File: src/rtl/fsm_gpl_status_mc.sv
// Multi-channel GPL status qualifier: ON/OFF glitch filter per channel with rise/fall pulses.
// Optional sticky rise flags are enabled by defining FSM_GPL_STATUS_STICKY_EN.
module fsm_gpl_status_mc #(
    parameter int unsigned CHANNELS   = 4,
    parameter int unsigned ON_CYCLES  = 3,
    parameter int unsigned OFF_CYCLES = 2,
    parameter int unsigned CNT_W      = 4
) (
    input  logic                clk,
    input  logic                arst,
    input  logic                ena,
    input  logic [CHANNELS-1:0] gpl_status,
    input  logic [CHANNELS-1:0] sticky_clr,
    output logic [CHANNELS-1:0] specreg,
    output logic [CHANNELS-1:0] rise_pulse,
    output logic [CHANNELS-1:0] fall_pulse,
    output logic                any_active,
    output logic [CHANNELS-1:0] sticky
);

    typedef enum logic [1:0] {
        StIdle    = 2'b00,
        StQual    = 2'b01,
        StActive  = 2'b10,
        StRelease = 2'b11
    } state_e;

    localparam logic [CNT_W-1:0] OnLast  = CNT_W'(ON_CYCLES - 1);
    localparam logic [CNT_W-1:0] OffLast = CNT_W'(OFF_CYCLES - 1);
    localparam logic [CNT_W-1:0] CntOne  = CNT_W'(1);

    state_e              state_q [CHANNELS];
    state_e              state_d [CHANNELS];
    logic [CNT_W-1:0]    cnt_q   [CHANNELS];
    logic [CNT_W-1:0]    cnt_d   [CHANNELS];
    logic [CHANNELS-1:0] spec_now, spec_nxt;
    logic [CHANNELS-1:0] rise_d, rise_q, fall_d, fall_q;

    always_comb begin
        for (int i = 0; i < CHANNELS; i++) begin
            state_d[i] = state_q[i];
            cnt_d[i]   = cnt_q[i];
            if (ena) begin
                unique case (state_q[i])
                    StIdle: begin
                        if (gpl_status[i]) begin
                            if (ON_CYCLES == 1) begin
                                state_d[i] = StActive;
                            end else begin
                                state_d[i] = StQual;
                                cnt_d[i]   = CntOne;
                            end
                        end
                    end
                    StQual: begin
                        if (!gpl_status[i]) begin
                            state_d[i] = StIdle;
                            cnt_d[i]   = '0;
                        end else if (cnt_q[i] == OnLast) begin
                            state_d[i] = StActive;
                            cnt_d[i]   = '0;
                        end else begin
                            cnt_d[i] = cnt_q[i] + CntOne;
                        end
                    end
                    StActive: begin
                        if (!gpl_status[i]) begin
                            if (OFF_CYCLES == 1) begin
                                state_d[i] = StIdle;
                            end else begin
                                state_d[i] = StRelease;
                                cnt_d[i]   = CntOne;
                            end
                        end
                    end
                    StRelease: begin
                        if (gpl_status[i]) begin
                            state_d[i] = StActive;
                            cnt_d[i]   = '0;
                        end else if (cnt_q[i] == OffLast) begin
                            state_d[i] = StIdle;
                            cnt_d[i]   = '0;
                        end else begin
                            cnt_d[i] = cnt_q[i] + CntOne;
                        end
                    end
                endcase
            end
            spec_now[i] = (state_q[i] == StActive) || (state_q[i] == StRelease);
            spec_nxt[i] = (state_d[i] == StActive) || (state_d[i] == StRelease);
        end
    end

    // Pulses are registered alongside the state so they coincide with the specreg edge.
    assign rise_d = spec_nxt & ~spec_now;
    assign fall_d = spec_now & ~spec_nxt;

    always_ff @(posedge clk) begin
        if (arst) begin
            for (int i = 0; i < CHANNELS; i++) begin
                state_q[i] <= StIdle;
                cnt_q[i]   <= '0;
            end
            rise_q <= '0;
            fall_q <= '0;
        end else begin
            for (int i = 0; i < CHANNELS; i++) begin
                state_q[i] <= state_d[i];
                cnt_q[i]   <= cnt_d[i];
            end
            rise_q <= rise_d;
            fall_q <= fall_d;
        end
    end

    assign specreg    = spec_now;
    assign rise_pulse = rise_q;
    assign fall_pulse = fall_q;
    assign any_active = |spec_now;

`ifdef FSM_GPL_STATUS_STICKY_EN
    logic [CHANNELS-1:0] sticky_q;

    // Set wins over a simultaneous clear; clearing works regardless of ena.
    always_ff @(posedge clk) begin
        if (arst) begin
            sticky_q <= '0;
        end else begin
            sticky_q <= (sticky_q & ~sticky_clr) | rise_d;
        end
    end

    assign sticky = sticky_q;
`else
    logic unused_sticky_clr;
    assign unused_sticky_clr = ^sticky_clr;
    assign sticky            = '0;
`endif

endmodule

File: config.mk
export PLATFORM = sky130hd
export DESIGN_NAME = fsm_gpl_status_mc
export DESIGN_NICKNAME = d
export VERILOG_FILES = /design/src/rtl/fsm_gpl_status_mc.sv
export SDC_FILE = /design/constraint.sdc
export NUM_CORES = 1
export LEC_CHECK = 0
export CAP_MARGIN = 20
export CORE_MARGIN = 2
export CORE_UTILIZATION = 30
export DETAILED_ROUTE_END_ITERATION = 10
export SKIP_LAST_GASP = 1
export SLEW_MARGIN = 20
export SYNTH_ARGS = -nofsm -noshare
export SYNTH_HDL_FRONTEND = slang
export SYNTH_SLANG_ARGS = --single-unit
File: constraint.sdc
create_clock -name clk -period 1.5 [get_ports clk]
set_input_delay 0.3 -clock clk [delete_from_list [all_inputs] [get_ports clk]]
set_output_delay 0.3 -clock clk [all_outputs]
set_load 0.02 [all_outputs]
After elaboration in Yosys (flattened, before gate mapping)

Memories as Yosys holds them, arrays and structs flattened.
Cells that the tools add are included.

Input port bits: 11
Output and inout port bits: 17
RAM bits: 24
Flip-flop bits (word level): 8
Memories: 2

Add/subtract/negate cells: 4
Muxes and demuxes: 75
Bitwise gates (word level): 12
Equality and inequality tests: 28
Reduce and logical (&&, ||, !) cells: 13

Memory list:

| memory  | words | bits a word | read ports | clocked after Yosys merged registers in | wr ports | RTL line | source |
|---|---|---|---|---|---|---|---|
| cnt_q   | 4     | 4           | 4          | 0                                       | 4        | 34       | `logic [CNT_W-1:0] cnt_q [CHANNELS];` |
| state_q | 4     | 2           | 4          | 0                                       | 4        | 32       | `state_e state_q [CHANNELS];` |

Operator list:

| operator              | count |
|---|---|
| $mux W4               | 32 |
| $mux W2               | 32 |
| $pmux W4 S4           | 4 |
| $eq A2 B2 Y1 const B  | 16 |
| $pmux W2 S4           | 4 |
| $add A4 B1 Y4 const B | 4 |
| $eq A4 B1 Y1 const B  | 4 |
| $eq A4 B2 Y1 const B  | 4 |
| $and A4 B4 Y4         | 2 |
| $eq A2 B1 Y1 const B  | 4 |
| $logic_not A2 Y1      | 4 |
| $logic_or A1 B1 Y1    | 8 |
| $not A4 Y4            | 2 |
| $or A1 B1 Y1          | 8 |
| $reduce_or A4 Y1      | 1 |
| $mux W1               | 3 |

Logic depth before layout (Yosys ltp)

An unclocked memory read counts as a cell.

Depth in word-level cells: 10
Gate-level depth with buffers: 5
Mapped depth without buffers: 4

Least setup slack after synthesis

No wires, ideal clock.

Path kind: register to output
From: memory state_q[2][1] (netlist bit)
To: output any_active
Buffers on the path: 1
Arrival time: 1.039 ns
Cell stages (with the launch flop): 3
Setup slack: 0.161 ns
Path through: dfxtp_1 -> buf_2 -> or4_1

RTL lines:

| item               | RTL line | source |
|---|---|---|
| start: declaration | 32       |  |
| end: declaration   | 17       | `output logic any_active,` |

==> impl_metrics.json <==
{
  "result_of_the_run": "finished with violations",
  "failing_checks": "setup timing",
  "yosys_most_used_dff": "dfxtp_1",
  "layout.area.seq_um2": 643,
  "grt_max_degree": 34,
  "asyncSetResetFlopFracSynth_pct": 0,
  "syn-cell-area_um2": 1840,
  "capture_instance_of_the_worst_register_to_register_path": "cnt_q[2][2]",
  "synth_seq_cells": 32,
  "number_of_top_level_design_ports": 28,
  "timing.rr.start": "state_q[2][1]",
  "tritoncts": "yes",
  "finalSetupViolations": 2,
  "type_of_the_setup_path_with_the_least_slack": "register to primary output",
  "antenna_cells_inserted": 0,
  "die_w_um": 82.4,
  "holdCritStartpoint": "cnt_q[0][0]",
  "min-delay-path-class": "register to register",
  "peakVddDrop_v": 0.000285,
  "grt_antenna_before_repair": 0,
  "end_kind": "primary output",
  "critical_path.startpoint_type": "register",
  "drt_pass1_iterations": 4,
  "yosysWarnings": 0,
  "route.detailed.vias_per_inst": 5.06,
  "core.rowCount": 28,
  "final_period_minus_worst_setup_slack_ns": 1.57,
  "postSynthAreaPerCell_um2": 8.19,
  "fillCellCount": 594,
  "post-route-period-util_pct": 105,
  "die_height_um": 82.4,
  "layout_common_cells": "30 x dfxtp_1, 21 x buf_4, 18 x a21oi_1, 16 x nand2_1, 15 x o21ai_1",
  "hold-path-cell-count": 2,
  "report.final.hold_viol_count": 0,
  "dpl_hpwl_um": 2820,
  "clock_insertion_delay_at_the_later_pin_of_the_skew_report_ns": 0.28,
  "drv_slew": 0,
  "pre_cts_slack_ns": -0.253,
  "max_cap_violations": 0,
  "clk_buf_depth": 2,
  "cts_buffers": 5,
  "timing.critical_path.arrival_ns": 1.27,
  "dr.first_iter.drc_count": 61,
  "synth.distinct_cells": 49,
  "route.detailed.drc": 0,
  "clkSinkCount": 32,
  "track_usage_pct": 12.9,
  "finalWorstSetupSlack_ns": -0.0705,
  "mostFrequentLayoutCell": "dfxtp_1",
  "r2r_slack_ns": 0.12,
  "grt_first_pass_wirelength_um": 6790,
  "root_buffer": "clkbuf_8",
  "rsz0062_at_grt": "true",
  "clock_pin_slew_on_the_worst_setup_and_hold_paths_ns": 0.07,
  "worst-path-max-fanout": 2,
  "routabilityCongestion": 0.809,
  "netlist_instances": 225,
  "min_to": "fall_pulse[0]",
  "maxClockFrequency_ghz": 0.637,
  "crit_required_ns": 1.20,
  "first_global_vias": 1527,
  "dr_total_vias": 1666,
  "area_added_between_synthesis_and_finish_pct": 27.9,
  "antenna_violating_nets_post_route": 0,
  "yosysSeqAreaShare_pct": 34.8,
  "synth-edff-count": 0,
  "initial_core_util_pct": 31.1,
  "timing.setup.tns_ns": -0.0832,
  "global_route_congestion_overflow_total": 0,
  "power.density_cell_area_nw_per_um2": 771,
  "worstRegToRegCells": 6,
  "cts.htree.levels": 2,
  "area_used_by_multi_input_combinational_logic_um2": 1120,
  "routed_wire_length_per_instance_um": 12.5,
  "leakagePower_nw": 0.960,
  "die_area_um2": 6790,
  "cts-hold-fix-buffers": 0,
  "worst_clock_skew_ns": 0.00673,
  "place.port_buffers": 19,
  "post_route_wl_um": 4120,
  "coreArea_um2": 5920,
  "post_route_cells_drive_above_1_share_pct": 22.0,
  "num-nets-final": 264
}
-- worst max path at each step --
| stage | startpoint | to | slack (ns) |
|---|---|---|---|
| 2_1_floorplan | state_q[2][1] | any_active | 0.16 |
| 3_3_place_gp | ena | state_q[1][1] | -0.22 |
| 3_5_place_dp | ena | state_q[0][1] | -0.25 |
| 4_1_cts | state_q[0][1] | any_active | -0.24 |
| 5_1_grt | state_q[2][1] | any_active | -0.1 |
| 6_report | state_q[2][1] | any_active | -0.07 |
-- worst max-delay path, cell delays in order, from the launching register on --
cell	delay, ns
dfxtp_2	0.32
or4_4	0.52
buf_6	0.14
-- cell families after synthesis --
logic type	count (synthesis)	synth area share, %
other cells	1	0.203
buf+inv	31	7.81
simple gates	89	31.5
xor+xnor	8	4.21
compound gates	63	20.9
flops	32	34.8
mux	1	0.611
-- sequential cells by signal (all words and copies together) (netlist names) --
name,cells
rise_pulse,4
cnt_q,16
fall_pulse,4
state_q,8
-- Yosys cell counts, types with 5 or more instances --
library cell,number,area share [%]
dfxtp_1,32,35
a21oi_1,18,4.9
nand2_1,16,3.3
o21ai_1,16,4.3
nor2_1,11,2.2
buf_2,10,2.7
nand2b_1,8,2.7
clkbuf_1,7,1.4
inv_1,7,1.4
nand3_1,7,1.9
xor2_1,7,3.3
o21ai_0,6,1.6
a211oi_1,5,2.0
nand3b_1,5,2.0
nor3_1,5,1.4
nor4b_2,5,4.1
-- area by class of cell --
cell class                 instances  share of cell area [%]
clock buffer                       6                    3.50
timing repair buffer              41                    16.1
clock inverter                     2                   0.425
multi-input combinational        165                    47.5
inverter                           8                    1.27
tap                               75                    3.98
sequential                        32                    27.3
-- power by group --
part	switching (mW)	total [mW]	internal (mW)	leakage (nW)
sequential	0.0314	0.898	0.867	0.260
combinational	0.122	0.221	0.0991	0.648
clock	0.332	0.698	0.366	0.0510
-- metrics by stage --
| step | power (mW) | area (um^2) | hold slack, ns | util, % | cells |
|---|---|---|---|---|---|
| global route | 1.92 | 2360 | 0.549 | 39.8 | 329 |
| CTS | 1.84 | 2280 | 0.517 | 38.5 | 328 |
| detailed placement | 1.13 | 2190 | 0.505 | 37.1 | 320 |
| global placement | 1.13 | 2190 | 0.507 | 37.1 | 320 |
| finish | 1.82 | 2360 | 0.510 | 39.8 | 329 |
| floorplan | 1.05 | 1850 | 0.379 | - | 228 |
-- metal layers --
layer,wire (um),track usage [%]
met1,1960,16.6
met2,1920,20.1
met3,177,3.15
met5,0,0
met4,59,6.50
-- repair_timing --
action	in CTS	in global routing
setup endpoints to repair	7	14
gates cloned	0	0
setup buffers	0	1
gates resized for setup	8	20
pin swaps	0	1
(Power assumes the default switching activity.)
